**config.mk**
```make
export PLATFORM = sky130hd
export DESIGN_NAME = dino_renderer
export DESIGN_NICKNAME = d
export VERILOG_FILES = /design/src/rtl/dino_renderer.sv
export SDC_FILE = /design/constraint.sdc
export NUM_CORES = 1
export LEC_CHECK = 0
export CAP_MARGIN = 20
export CORE_MARGIN = 2
export CORE_UTILIZATION = 37
export DETAILED_ROUTE_END_ITERATION = 7
export GPL_TIMING_DRIVEN = 0
export PLACE_DENSITY = 0.77
export SETUP_SLACK_MARGIN = 0.02
export SLEW_MARGIN = 20
export SYNTH_ARGS = -nofsm -noshare
export SYNTH_HDL_FRONTEND = slang
export SYNTH_SLANG_ARGS = --single-unit
```
**constraint.sdc**
```tcl
create_clock -name clk_i -period 1.4 [get_ports clk_i]
set_clock_uncertainty 0.1 [all_clocks]
set_input_delay 0.42 -clock clk_i [delete_from_list [all_inputs] [get_ports clk_i]]
set_output_delay 0.42 -clock clk_i [all_outputs]
set_load 0.1 [all_outputs]
```
**src/rtl/dino_renderer.sv**
```systemverilog
// Pixel compositor for the dino game: aligns VGA timing with the one-cycle-late
// sprite bits, merges them by priority, and produces the frame tick and collision flag.
module dino_renderer #(
  parameter logic [7:0] GROUND_Y   = 8'd200,
  parameter int         BLINK_LOG2 = 4
) (
  input  logic       clk_i,
  input  logic       rst_i,
  input  logic       hsync_i,
  input  logic       vsync_i,
  input  logic       visible_i,
  input  logic [8:0] position_x_i,
  input  logic [7:0] position_y_i,
  input  logic [1:0] state_i,
  input  logic       dino_pixel_i,
  input  logic       cactus_pixel_i,
  input  logic       bird_pixel_i,
  output logic [3:0] vga_red_o,
  output logic [3:0] vga_green_o,
  output logic [3:0] vga_blue_o,
  output logic       vga_hsync_o,
  output logic       vga_vsync_o,
  output logic       next_frame_o,
  output logic       hit_o
);

  typedef enum logic [1:0] {
    GS_TITLE   = 2'd0,
    GS_RUNNING = 2'd1,
    GS_HIT     = 2'd2,
    GS_TITLE_B = 2'd3
  } game_state_e;

  // Column is only consumed by the sprite modules; nothing here depends on it.
  logic unused_position_x;
  assign unused_position_x = ^position_x_i;

  // Stage 1: timing aligned with the sprite bits.
  logic hsync_s1_q;
  logic vsync_s1_q;
  logic visible_s1_q;
  logic ground_s1_q;

  // Stage 2: output registers and frame bookkeeping.
  logic [3:0]          red_q, green_q, blue_q;
  logic                hsync_s2_q;
  logic                vsync_s2_q;
  logic                vsync_prev_q;
  logic                next_frame_q;
  logic                hit_q;
  logic [BLINK_LOG2:0] blink_cnt_q;

  logic                blink_q;
  logic                in_running;
  logic                in_hit;
  logic                overlap;
  logic [3:0]          red_d, green_d, blue_d;
  logic                hit_d;
  logic [BLINK_LOG2:0] blink_cnt_d;

  assign blink_q    = blink_cnt_q[BLINK_LOG2];
  assign in_running = (game_state_e'(state_i) == GS_RUNNING);
  assign in_hit     = (game_state_e'(state_i) == GS_HIT);
  assign overlap    = visible_s1_q & dino_pixel_i & (cactus_pixel_i | bird_pixel_i);

  always_ff @(posedge clk_i or posedge rst_i) begin
    if (rst_i) begin
      hsync_s1_q   <= 1'b1;
      vsync_s1_q   <= 1'b1;
      visible_s1_q <= 1'b0;
      ground_s1_q  <= 1'b0;
    end else begin
      hsync_s1_q   <= hsync_i;
      vsync_s1_q   <= vsync_i;
      visible_s1_q <= visible_i;
      ground_s1_q  <= (position_y_i == GROUND_Y);
    end
  end

  // Priority: blanking, dino, bird, cactus, ground line, background.
  always_comb begin
    red_d   = 4'h0;
    green_d = 4'h0;
    blue_d  = 4'h0;
    if (!visible_s1_q) begin
      red_d   = 4'h0;
    end else if (dino_pixel_i) begin
      if (in_hit && blink_q) begin
        red_d = 4'hF;
      end else begin
        red_d   = 4'h5;
        green_d = 4'h5;
        blue_d  = 4'h5;
      end
    end else if (bird_pixel_i || cactus_pixel_i) begin
      red_d   = 4'h5;
      green_d = 4'h5;
      blue_d  = 4'h5;
    end else if (ground_s1_q) begin
      red_d   = 4'h8;
      green_d = 4'h8;
      blue_d  = 4'h8;
    end else begin
      red_d   = 4'hF;
      green_d = 4'hF;
      blue_d  = 4'hF;
    end
  end

  // Leaving RUNNING clears the flag even if an overlap is seen in the same cycle.
  always_comb begin
    hit_d = hit_q;
    if (!in_running) begin
      hit_d = 1'b0;
    end else if (overlap) begin
      hit_d = 1'b1;
    end
  end

  always_comb begin
    blink_cnt_d = '0;
    if (in_hit) begin
      blink_cnt_d = next_frame_q ? blink_cnt_q + 1'b1 : blink_cnt_q;
    end
  end

  always_ff @(posedge clk_i or posedge rst_i) begin
    if (rst_i) begin
      red_q        <= 4'h0;
      green_q      <= 4'h0;
      blue_q       <= 4'h0;
      hsync_s2_q   <= 1'b1;
      vsync_s2_q   <= 1'b1;
      vsync_prev_q <= 1'b1;
      next_frame_q <= 1'b0;
      hit_q        <= 1'b0;
      blink_cnt_q  <= '0;
    end else begin
      red_q        <= red_d;
      green_q      <= green_d;
      blue_q       <= blue_d;
      hsync_s2_q   <= hsync_s1_q;
      vsync_s2_q   <= vsync_s1_q;
      vsync_prev_q <= vsync_s1_q;
      next_frame_q <= vsync_prev_q & ~vsync_s1_q;
      hit_q        <= hit_d;
      blink_cnt_q  <= blink_cnt_d;
    end
  end

  assign vga_red_o    = red_q;
  assign vga_green_o  = green_q;
  assign vga_blue_o   = blue_q;
  assign vga_hsync_o  = hsync_s2_q;
  assign vga_vsync_o  = vsync_s2_q;
  assign next_frame_o = next_frame_q;
  assign hit_o        = hit_q;

endmodule

```
==> metrics.cfg <==
[worst_hold_path]
hold_path.startpoint = hsync_s1_q
hold_end = vga_hsync_o
class_of_the_most_critical_hold_timing_path = reg2reg
min_delay_path_depth = 0

[cts]
clk_path_buf_depth = 2
path_clk_slew_ps = 110
tritoncts.num_buffers = 3
cts_num_sinks = 19
clock_tree.htree_level_count = 1
cts.root.buffer_cell = sky130_fd_sc_hd__clkbuf_4
insertion_delay_ps = 290
postCtsHoldBufs = 0
cts_tree = built

[pwr]
netSwitchingFraction_pct = 31.8
power_report.internal_total_mw = 0.818
static-leakage-power_nw = 0.615
irDropWorstVdd_uv = 993
seq_power_share_pct = 49.4
power_dissipated_by_switching_net_loads_mw = 0.381
combinationalPowerShare_pct = 27.4
share_clk_of_total_power_pct = 23.2
power.density_cell_area_nw_per_um2 = 870

[placement]
numPlacedInstances = 122
portBuffers = 33
dp_hpwl_um = 1180
gp_congestion = 0.725

[worst_setup_path]
path_class = reg2out
ff2ff_setup_slack_ps = 180
worstReg2RegEnd = blink_cnt_q[4]
critPathCaptureType = output pin
critical_path.reg2reg.startpoint = next_frame_o
setup.worst_path.start_class = flip-flop
depth_of_the_worst_register_to_register_path = 3
worstPathMaxFanout = 4
required_ps = 880
arrival_time_of_data_at_the_critical_path_endpoint_ps = 1090

[synthesis]
synth_top_cell_by_area = sky130_fd_sc_hd__dfrtp_1
synth_top_cells_by_area = sky130_fd_sc_hd__dfrtp_1 48%, sky130_fd_sc_hd__dfstp_2 13%, sky130_fd_sc_hd__buf_4 5.7%, sky130_fd_sc_hd__mux2i_1 3.8%, sky130_fd_sc_hd__nand3b_1 2.9%
sequential_to_total_area_share_from_yosys_stat_pct = 61.0
post_synth_instance_area_um2 = 787
synth-seq-cells = 19
number_of_distinct_library_cells_after_synthesis = 27
synth_async_sr_flop_share_pct = 100
synth_flop_cell = sky130_fd_sc_hd__dfrtp_1
synthesis.nets = 90
syn-instance-count = 62
ys.warnings.count = 0
synth-edff-count = 0
post-synth-top-area-fraction_pct = 47.7
synth_area_per_cell_um2 = 12.7

[status]
outcome = finished with violations
violations = negative setup slack

[finish]
stdcell_count = 126
post_route_cells_drive_above_1_share_pct = 42.4
insertedDiodeCount = 0
area_growth_pct = 75.0
nets = 128

[route]
route.detailed.wl_per_inst_um = 13.7
detailroute.via_count = 597
drcViolationCount = 0
drt_iter0_markers = 4
detail_route.wirelength_um = 1720
vias_per_cell = 4.74
route.antenna.remaining_nets = 0
detail_route.first_pass.iterations = 4

[sta]
worst_pin_slew_ps = 688
timing.max_slew.rel_slack_pct = 54.1
final.hold.worst_slack_ps = 262
max_freq_ghz = 0.620
final_min_period_over_clock_period_pct = 115
setup_violations = 16
finalHoldViolCount = 0
fin_ws_ps = -213
final-max-slew-violation-count = 0
rsz0062_at_grt = true
finalWorstPathRequiredPeriod_ps = 1610

[global_routing]
largest_net_degree_at_the_start_of_global_routing = 20
grt_remaining_overflow = 0
grt_pass1_wl_um = 2770
antenna_found_initial = 0
number_of_global_route_vias_before_repair = 661
groute.usage.overall_pct = 14.9

[floorplanning]
initial_core_util_pct = 39.7
core-area_um2 = 1980
design.portCount = 43
dieArea_um2 = 2510
die_h_um = 50.1
die_x_um = 50.1
rows = 16

[job]
max_capacitance_violation_count = 0

[synthesized netlist by cell type (2+ instances only)]
cell type	n
sky130_fd_sc_hd__dfrtp_1	15
sky130_fd_sc_hd__buf_4	6
sky130_fd_sc_hd__dfstp_2	4
sky130_fd_sc_hd__a21oi_1	3
sky130_fd_sc_hd__inv_1	3
sky130_fd_sc_hd__mux2i_1	3
sky130_fd_sc_hd__nand3b_1	3
sky130_fd_sc_hd__nand2b_1	2
sky130_fd_sc_hd__nand4_1	2
sky130_fd_sc_hd__nor2_1	2
sky130_fd_sc_hd__o21a_1	2
sky130_fd_sc_hd__or3b_1	2
[registers in the layout (all words and copies together), names as in the netlist]
signal	count
blink_cnt_q	5
vga_blue_o	3
vga_red_o	3
ground_s1_q	1
hit_o	1
hsync_s1_q	1
next_frame_o	1
vga_hsync_o	1
visible_s1_q	1
vsync_prev_q	1
vsync_s1_q	1
[layout by cell type, fill, tap and decap left out, drive strengths merged]
cell / Yosys / routed
buf: 6 / 22
dfrtp: 15 / 15
clkdlybuf4s50: 0 / 10
dlygate4sd2: 0 / 5
clkbuf: 1 / 5
dfstp: 4 / 4
inv: 3 / 3
a21oi: 3 / 3
nand3b: 3 / 3
mux2i: 3 / 3
o21a: 2 / 2
or3b: 2 / 2
nand4: 2 / 2
nand2b: 2 / 2
nor2: 2 / 2
dlymetal6s2s: 0 / 2
nor4: 2 / 2
and4b: 1 / 1
nor3: 1 / 1
nor3b: 1 / 1
a211oi: 1 / 1
nor2b: 1 / 1
nand2: 1 / 1
or4b: 1 / 1
and2: 1 / 1
o211ai: 1 / 1
xnor2: 1 / 1
a21bo: 1 / 1
ha: 1 / 1
[worst max-delay path by stage]
stage | startpoint | end | slack (ps) | cells after the start
after detailed placement | vsync_prev_q | vga_vsync_o | -760 | 1
after global placement | vsync_prev_q | vga_vsync_o | -750 | 1
final | vga_blue_o[2] | vga_blue_o[2] | -210 | 2
after CTS | vga_blue_o[2] | vga_blue_o[2] | -210 | 2
after global routing | vga_blue_o[2] | vga_blue_o[2] | -250 | 2
after floorplan | vga_blue_o[2] | vga_blue_o[2] | -10 | 1
[per-layer routing]
| layer | routed length [µm] | GRT usage [%] |
|---|---|---|
| met2 | 973 | 28.5 |
| met5 | 0 | 0 |
| met3 | 107 | 2.73 |
| met1 | 606 | 15.2 |
| met4 | 33 | 6.94 |
[power by group through the flow]
| stage | logic, mW | clock network (mW) | registers, mW |
|---|---|---|---|
| 2_1_floorplan | 0.107 | 0 | 0.681 |
| 3_3_place_gp | 0.285 | 0 | 0.596 |
| 3_5_place_dp | 0.289 | 0 | 0.597 |
| 4_1_cts | 0.323 | 0.276 | 0.591 |
| 5_1_grt | 0.340 | 0.301 | 0.594 |
| 6_report | 0.328 | 0.278 | 0.592 |
[kinds of logic (layout without fill, tap and decap cells)]
kind of cell,Yosys count,count (layout),synth area share (%)
compound gates,8,8,6.99
xor+xnor,1,1,1.11
fa+ha+maj,1,1,1.59
buf+inv,10,47,7.63
flops,19,19,61.0
mux,3,3,3.82
simple gates,20,20,17.8
[timing repair]
| action | in CTS | in global routing |
|---|---|---|
| hold endpoints to repair | 0 | 0 |
| pin swaps | 2 | 1 |
| endpoints found under the setup margin | 19 | 20 |
| resized for setup | 141 | 6 |
| buffers inserted | 0 | 0 |
[critical path, cell delays in order, from the launching register on]
cell	delay [ps]
sky130_fd_sc_hd__dfrtp_4	520
sky130_fd_sc_hd__buf_6	130
sky130_fd_sc_hd__buf_12	150
[per-stage QoR]
stage / power, mW / setup slack [ps] / setup TNS, ps / cell area (µm²) / utilization, %
3_3_place_gp: 0.880 / -746 / -13960 / 1210 / 60.9
6_report: 1.20 / -213 / -2190 / 1380 / 69.5
5_1_grt: 1.23 / -247 / -2620 / 1380 / 69.5
2_1_floorplan: 0.788 / -11.2 / -33.5 / 843 / -
3_5_place_dp: 0.886 / -758 / -15290 / 1210 / 60.9
4_1_cts: 1.19 / -213 / -2200 / 1350 / 68.2
[area by class of cell]
| type | instances | area (µm²) |
|---|---|---|
| buffer | 7 | 82.6 |
| clock buffer | 4 | 26.3 |
| fill | 138 | 604 |
| inverter | 3 | 11.3 |
| multi-input combinational | 33 | 267 |
| sequential | 19 | 503 |
| tap | 27 | 33.8 |
| timing repair buffer | 33 | 454 |
No activity file was read; power rests on OpenSTA's default activity.
